## config.mk

```make
export PLATFORM = sky130hd
export DESIGN_NAME = ddr3_port_arbiter
export DESIGN_NICKNAME = d
export VERILOG_FILES = /design/src/rtl/ddr3_arb_pkg.sv /design/src/rtl/rr_arb2.sv /design/src/rtl/ddr3_port_arbiter.sv
export SDC_FILE = /design/constraint.sdc
export NUM_CORES = 1
export LEC_CHECK = 0
export CAP_MARGIN = 5
export CORE_AREA = 2 2 205 207
export DETAILED_ROUTE_END_ITERATION = 10
export DIE_AREA = 0 0 207 209
export PLACE_DENSITY = 0.46
export SLEW_MARGIN = 20
export SYNTH_ARGS = -nofsm -noshare
export SYNTH_HDL_FRONTEND = slang
export SYNTH_SLANG_ARGS = --single-unit
```

## constraint.sdc

```tcl
create_clock -name clk -period 4.3 [get_ports clk]
set_input_delay 0.86 -clock clk [delete_from_list [all_inputs] [get_ports clk]]
set_output_delay 0.86 -clock clk [all_outputs]
set_load 0.02 [all_outputs]
```

## src/rtl/ddr3_arb_pkg.sv

```systemverilog
// Shared definitions for the DDR3 two-port arbiter: command codes, FSM
// encoding, bus widths and small command-decoding helpers.
package ddr3_arb_pkg;

  localparam int ADDR_W = 26;
  localparam int DATA_W = 64;
  localparam int MASK_W = 8;
  localparam int BCNT_W = 5;
  localparam int CMD_W  = 4;
  localparam int WCNT_W = BCNT_W + 1;

  localparam logic [CMD_W-1:0] CMD_READ   = 4'h1;
  localparam logic [CMD_W-1:0] CMD_WRITE  = 4'h2;
  localparam logic [CMD_W-1:0] CMD_READA  = 4'h3;
  localparam logic [CMD_W-1:0] CMD_WRITEA = 4'h4;

  typedef enum logic [2:0] {
    ST_IDLE  = 3'd0,
    ST_CMD   = 3'd1,
    ST_WDATA = 3'd2,
    ST_RDATA = 3'd3,
    ST_DONE  = 3'd4
  } state_t;

  typedef enum logic [1:0] {
    CLS_CTRL  = 2'd0,
    CLS_READ  = 2'd1,
    CLS_WRITE = 2'd2
  } cmd_class_t;

  function automatic cmd_class_t cmd_class(input logic [CMD_W-1:0] c);
    cmd_class_t cls;
    case (c)
      CMD_READ, CMD_READA:   cls = CLS_READ;
      CMD_WRITE, CMD_WRITEA: cls = CLS_WRITE;
      default:               cls = CLS_CTRL;
    endcase
    return cls;
  endfunction

  // A zero burst count encodes the maximum burst of 32 words.
  function automatic logic [WCNT_W-1:0] burst_words(input logic [BCNT_W-1:0] b);
    return (b == '0) ? WCNT_W'(32) : {1'b0, b};
  endfunction

endpackage

```

## src/rtl/rr_arb2.sv

```systemverilog
// Two-request round-robin picker. When both request, the one not recorded
// as last granted wins; the record changes only on the update strobe.
module rr_arb2 (
  input  logic       clk,
  input  logic       rst,
  input  logic [1:0] req,
  input  logic       update,
  input  logic       update_idx,
  output logic       pick,
  output logic       any
);

  logic last;

  // Reset to 1 so that requester 0 wins the first contested round.
  always_ff @(posedge clk) begin
    if (rst) begin
      last <= 1'b1;
    end else if (update) begin
      last <= update_idx;
    end
  end

  always_comb begin
    any  = |req;
    pick = req[1];
    if (req == 2'b11) begin
      pick = ~last;
    end
  end

endmodule

```

## src/rtl/ddr3_port_arbiter.sv

```systemverilog
// Shares the DDR3 controller user interface between two requesters, one
// transaction at a time, with round-robin fairness and a read watchdog.
module ddr3_port_arbiter
  import ddr3_arb_pkg::*;
#(
  parameter int TIMEOUT_CYCLES = 1024
) (
  input  logic              clk,
  input  logic              rst,
  input  logic              init_done,
  input  logic              p0_cmd_valid,
  input  logic [CMD_W-1:0]  p0_cmd,
  input  logic [ADDR_W-1:0] p0_addr,
  input  logic [BCNT_W-1:0] p0_burst_cnt,
  input  logic [DATA_W-1:0] p0_write_data,
  input  logic [MASK_W-1:0] p0_data_mask,
  output logic              p0_cmd_ack,
  output logic              p0_datain_rdy,
  output logic [DATA_W-1:0] p0_read_data,
  output logic              p0_read_data_valid,
  output logic              p0_done,
  input  logic              p1_cmd_valid,
  input  logic [CMD_W-1:0]  p1_cmd,
  input  logic [ADDR_W-1:0] p1_addr,
  input  logic [BCNT_W-1:0] p1_burst_cnt,
  input  logic [DATA_W-1:0] p1_write_data,
  input  logic [MASK_W-1:0] p1_data_mask,
  output logic              p1_cmd_ack,
  output logic              p1_datain_rdy,
  output logic [DATA_W-1:0] p1_read_data,
  output logic              p1_read_data_valid,
  output logic              p1_done,
  input  logic              cmd_rdy,
  input  logic              datain_rdy,
  input  logic              read_data_valid,
  input  logic [DATA_W-1:0] read_data,
  output logic              cmd_valid,
  output logic [CMD_W-1:0]  cmd,
  output logic [ADDR_W-1:0] addr,
  output logic [BCNT_W-1:0] cmd_burst_cnt,
  output logic [DATA_W-1:0] write_data,
  output logic [MASK_W-1:0] data_mask,
  output logic              grant,
  output logic              busy,
  output logic              timeout_err
);

  localparam int WD_W = $clog2(TIMEOUT_CYCLES) + 1;

  state_t            state, state_n;
  logic              accepted;
  logic [WCNT_W-1:0] wcnt;
  logic [WD_W-1:0]   wd;
  logic              arb_pick, arb_any, arb_go, wd_expire;

  rr_arb2 u_rr (
    .clk        (clk),
    .rst        (rst),
    .req        ({p1_cmd_valid, p0_cmd_valid}),
    .update     (state == ST_DONE),
    .update_idx (grant),
    .pick       (arb_pick),
    .any        (arb_any)
  );

  always_comb begin
    arb_go    = (state == ST_IDLE) && init_done && arb_any;
    // wd holds cycles elapsed since the last word; expiry lands the flag
    // exactly TIMEOUT_CYCLES cycles after that word.
    wd_expire = (state == ST_RDATA) && !read_data_valid &&
                (wd == WD_W'(TIMEOUT_CYCLES - 1));
  end

  always_ff @(posedge clk) begin
    if (rst) begin
      state <= ST_IDLE;
    end else begin
      state <= state_n;
    end
  end

  always_comb begin
    state_n = state;
    case (state)
      ST_IDLE: if (arb_go) state_n = ST_CMD;
      ST_CMD: begin
        if (accepted) begin
          case (cmd_class(cmd))
            CLS_READ:  state_n = ST_RDATA;
            CLS_WRITE: state_n = ST_WDATA;
            default:   state_n = ST_DONE;
          endcase
        end
      end
      ST_WDATA: if (datain_rdy && wcnt == WCNT_W'(1)) state_n = ST_DONE;
      ST_RDATA: begin
        if ((read_data_valid && wcnt == WCNT_W'(1)) || wd_expire) begin
          state_n = ST_DONE;
        end
      end
      ST_DONE: state_n = ST_IDLE;
      default: state_n = ST_IDLE;
    endcase
  end

  always_comb begin
    cmd_valid          = 1'b0;
    p0_cmd_ack         = 1'b0;
    p1_cmd_ack         = 1'b0;
    p0_datain_rdy      = 1'b0;
    p1_datain_rdy      = 1'b0;
    p0_read_data_valid = 1'b0;
    p1_read_data_valid = 1'b0;
    p0_done            = 1'b0;
    p1_done            = 1'b0;
    write_data         = '0;
    data_mask          = '0;
    busy               = (state != ST_IDLE);
    case (state)
      ST_CMD: begin
        cmd_valid  = !accepted;
        p0_cmd_ack = accepted && !grant;
        p1_cmd_ack = accepted && grant;
      end
      ST_WDATA: begin
        write_data    = grant ? p1_write_data : p0_write_data;
        data_mask     = grant ? p1_data_mask : p0_data_mask;
        p0_datain_rdy = datain_rdy && !grant;
        p1_datain_rdy = datain_rdy && grant;
      end
      ST_RDATA: begin
        p0_read_data_valid = read_data_valid && !grant;
        p1_read_data_valid = read_data_valid && grant;
      end
      ST_DONE: begin
        p0_done = !grant;
        p1_done = grant;
      end
      default: ;
    endcase
  end

  assign p0_read_data = read_data;
  assign p1_read_data = read_data;

  always_ff @(posedge clk) begin
    if (rst) begin
      accepted      <= 1'b0;
      grant         <= 1'b0;
      cmd           <= '0;
      addr          <= '0;
      cmd_burst_cnt <= '0;
      wcnt          <= '0;
      wd            <= '0;
      timeout_err   <= 1'b0;
    end else begin
      case (state)
        ST_IDLE: begin
          accepted <= 1'b0;
          if (arb_go) begin
            grant         <= arb_pick;
            cmd           <= arb_pick ? p1_cmd : p0_cmd;
            addr          <= arb_pick ? p1_addr : p0_addr;
            cmd_burst_cnt <= arb_pick ? p1_burst_cnt : p0_burst_cnt;
          end
        end
        ST_CMD: begin
          if (cmd_valid && cmd_rdy) accepted <= 1'b1;
          if (accepted) begin
            wcnt <= burst_words(cmd_burst_cnt);
            wd   <= WD_W'(1);
          end
        end
        ST_WDATA: begin
          if (datain_rdy) wcnt <= wcnt - 1'b1;
        end
        ST_RDATA: begin
          if (read_data_valid) begin
            wcnt <= wcnt - 1'b1;
            wd   <= WD_W'(1);
          end else begin
            wd <= wd + 1'b1;
          end
          if (wd_expire) timeout_err <= 1'b1;
        end
        default: ;
      endcase
    end
  end

endmodule

```

==> out/qor.txt <==
LOGIC SYNTHESIS
-------------------------------------------------------------------------------------------
Syn. warnings                                                                             0
Net Count, Synth                                                                        925
Sequential element share of the synthesized area                                      0.235
Synth Register Bits                                                                      59
Post-synth top area share                                                             0.235
Cell type contributing the most total cell area after synthesis                sky130_fd_sc_hd__dfxtp_1
Commonest cells in the synthesized netlist                                     130 x sky130_fd_sc_hd__nor2_1, 129 x sky130_fd_sc_hd__buf_4, 108 x sky130_fd_sc_hd__mux2i_1
Mean area per synthesized cell                                                   7.92 sq um
Main synth FF type                                                             sky130_fd_sc_hd__dfxtp_1
Synth Cell Area                                                                0.00503 sq mm
Most common cell in the synthesized netlist                                    sky130_fd_sc_hd__nor2_1
Biggest area contributors in the synthesized netlist                           sky130_fd_sc_hd__dfxtp_1 23%, sky130_fd_sc_hd__mux2i_1 21%, sky130_fd_sc_hd__buf_4 19%
Number of flops mapped to enable cells by yosys                                           0
Post-synth ARST share                                                                     0
Count of cell types in the netlist                                                       47
Syn Inst Count                                                                          635

CLOCK NETWORK
-------------------------------------------------------------------------------------------
Clock Pin Slew Worst Setup and Hold Paths                                           0.06 ns
Setup Fix Bufs, Post-CTS                                                                  0
Total of cells resized after clock tree synthesis                                         0
Number of clock buffers inserted by TritonCTS                                             9
Number of hold buffers added after cts                                                    0
CTS Sinks                                                                                59
CTS tree                                                                                yes
Root buf cell                                                                  sky130_fd_sc_hd__clkbuf_16
Clock insertion delay at the later pin of the skew report                           0.34 ns
Clock Tree Buf Depth                                                                      2
H-tree Lvls                                                                               3

DETAILED ROUTING
-------------------------------------------------------------------------------------------
Aggregate routed wire length                                                        26.1 mm
Vias/cell                                                                              3.75
Number of design-rule violations left by the first detailed-router iteration            205
First-pass iteration count of the detailed router                                         4
Wire length per cell after detailed routing                                    19.0 microns
Vias                                                                                   5155
Drt drc                                                                                   0
Final antenna-violating net count                                                         0

TIMING
-------------------------------------------------------------------------------------------
Unrepaired setup endpoints after global routing                                          no
Crit share post-route                                                                 0.852
Slew Limit Fails                                                                          0
Fin crit period                                                                     3.66 ns
Least-Margin Pin Slew                                                              0.905 ns
Max Clock Skew                                                                   0.00683 ns
Min Hold Slack                                                                     0.479 ns
Final setup viols                                                                         0
Highest clock frequency the design can meet                                         273 MHz
Setup TNS                                                                              0 ns
Slew headroom                                                                         0.396
Final count of hold timing violations                                                     0

WORST SETUP PATH
-------------------------------------------------------------------------------------------
Worst path buffer plus inverter count                                                     2
Largest stage delay on the critical path                                            0.62 ns
Largest fanout on the critical path                                                      56
Critical path endpoint category                                                  output pin
Crit path launch type                                                              register
Worst endpoint data arrival time                                                    2.80 ns
CP delay by family, top                                                        simple AND/OR/NAND/NOR gates
Path type of the worst setup path                                              register to output pin
Slowest cell on the critical path                                              sky130_fd_sc_hd__clkdlybuf4s50_1
Endpoint required time on the critical path                                         3.44 ns
Critical path, cell by cell                                                    nor2b_1 -> nand2b_4 -> buf_4 -> nor2_1 -> clkdlybuf4s50_1

GRT
-------------------------------------------------------------------------------------------
Global-route wire length before repair                                              36.3 mm
Global-route usage over all layers                                                    0.116
Total congestion overflow                                                                 0
Antenna violations before repair                                                          8
Number of global-route vias before repair                                              5036
Largest net degree at the start of global routing                                        71

PLACED DESIGN
-------------------------------------------------------------------------------------------
PortBufs                                                                                340
Final HPWL DP                                                                       22.0 mm
Routability congestion estimate from global placement                                 0.776

POWER AND IR DROP
-------------------------------------------------------------------------------------------
Portion of total power attributed to combinational logic                              0.289
Int Power                                                                           1.41 mW
Switching component of the power                                                   0.540 mW
Switching power share of the total                                                    0.278
Clock share of power                                                                  0.392
IR drop worst, VDD                                                                   135 uV
Share of power burned in registers                                                    0.319
Power per Cell Area                                                             232 mW/mm^2
Static leakage power                                                                2.78 nW

RUN STATUS
-------------------------------------------------------------------------------------------
Result of the run                                                              complete, no violations

FLOORPLAN
-------------------------------------------------------------------------------------------
Floorplan die height                                                            209 microns
DIE AREA                                                                       0.0433 sq mm
Initial core utilization                                                              0.122
Row count                                                                                75
Standard cell core area                                                        0.0413 sq mm
Number of ports placed on the die boundary                                              533
Horiz. Die Dim                                                                  207 microns

FINAL LAYOUT
-------------------------------------------------------------------------------------------
Ant diodes                                                                                0
Fillcell total                                                                         4630
# nets final                                                                           1119
Area growth syn-to-layout                                                             66.9%
Fraction of final layout cells with drive strength greater than 1                    0.0468

RUN
-------------------------------------------------------------------------------------------
Number of max-cap violations                                                              0

HOLD PATH
-------------------------------------------------------------------------------------------
HP Class                                                                       register to register

power groups by stage:
stage                     combinational [mW]  clock (mW)  sequential, mW
final                                  0.562       0.763           0.620
after global routing                   0.607       0.813           0.627
after CTS                              0.575       0.795           0.622
after detailed placement               0.572           0           0.633
after global placement                 0.575           0           0.632
after floorplan                        0.362           0           0.652
kinds of logic after synthesis:
family / after synthesis / share of synthesized area
AOI/OAI and AO/OA: 84 / 0.115
adders and majority gates: 4 / 0.00995
DFF: 59 / 0.235
buffers and inverters: 176 / 0.233
xor gates and xnor gates: 2 / 0.00348
muxes: 109 / 0.217
and+or+nand+nor: 201 / 0.187
layer usage:
metal	global-route usage	up-vias	part of all wire
met5	0.00334	-	0.0026
met4	0.0357	12	0.022
met3	0.0529	50	0.10
met2	0.206	338	0.50
met1	0.121	2284	0.37
li1	-	2471	-
flip-flops by register name, indices dropped and copies added (netlist names):
| signal | count |
|---|---|
| accepted | 1 |
| addr | 26 |
| cmd | 4 |
| cmd_burst_cnt | 5 |
| grant | 1 |
| state | 3 |
| timeout_err | 1 |
| u_rr.last | 1 |
| wcnt | 6 |
| wd | 11 |
cell usage in the layout, fill, tap and decap left out, types with 3 or more instances in the layout:
cell type                         instances
sky130_fd_sc_hd__nor2_1                 130
sky130_fd_sc_hd__clkbuf_16                9
sky130_fd_sc_hd__buf_4                   15
sky130_fd_sc_hd__a211oi_1                36
sky130_fd_sc_hd__and3_1                   4
sky130_fd_sc_hd__clkbuf_8                 3
sky130_fd_sc_hd__nor3b_1                  3
sky130_fd_sc_hd__ha_1                     4
sky130_fd_sc_hd__dfxtp_1                 58
sky130_fd_sc_hd__inv_1                    4
sky130_fd_sc_hd__mux2i_1                108
sky130_fd_sc_hd__clkdlybuf4s50_1        339
sky130_fd_sc_hd__nand2_1                 14
sky130_fd_sc_hd__a21oi_1                 16
sky130_fd_sc_hd__nand3_1                  7
sky130_fd_sc_hd__a31oi_1                  5
sky130_fd_sc_hd__nand2b_1                 3
sky130_fd_sc_hd__nor3_1                   9
sky130_fd_sc_hd__or4_1                    4
sky130_fd_sc_hd__o21ai_0                  8
sky130_fd_sc_hd__a21o_1                   3
sky130_fd_sc_hd__a311oi_1                 4
sky130_fd_sc_hd__and4_1                   4
path summary, 6_finish.rpt:
check	startpoint	end	slack [ns]	cells after the start
setup / recovery	state[1]	write_data[7]	0.64	5
hold / removal	timeout_err	timeout_err	0.48	2
setup reg to reg	state[1]	wcnt[0]	1.96	5
hold reg to reg	timeout_err	timeout_err	0.48	2
metrics by stage:
| step | setup slack (ns) | instances | area, sq um | power (mW) | util |
|---|---|---|---|---|---|
| after floorplan | 1.89 | 635 | 5030 | 1.01 | - |
| after global placement | 0.726 | 1357 | 8080 | 1.21 | 0.196 |
| after detailed placement | 0.753 | 1357 | 8080 | 1.21 | 0.196 |
| after CTS | 0.583 | 1373 | 8400 | 1.99 | 0.203 |
| after global routing | 0.412 | 1373 | 8400 | 2.05 | 0.203 |
| final | 0.638 | 1373 | 8400 | 1.95 | 0.203 |
layout make-up:
type                            instances  area (sq um)  area share
Clock buffer                           12           267      0.0317
Clock inverter                          4          47.5     0.00566
Inverter                                4          15.0     0.00179
Multi-Input combinational cell        400          2700       0.321
Sequential cell                        59          1180       0.141
Tap cell                              539           674      0.0803
Timing Repair Buffer                  355          3510       0.418
tightest hold or removal path, stage by stage (launching register included):
cell and delay [ns]:
sky130_fd_sc_hd__dfxtp_1 0.33, sky130_fd_sc_hd__a31oi_1 0.04, sky130_fd_sc_hd__nor2_1 0.07
(Power assumes the default switching activity.)
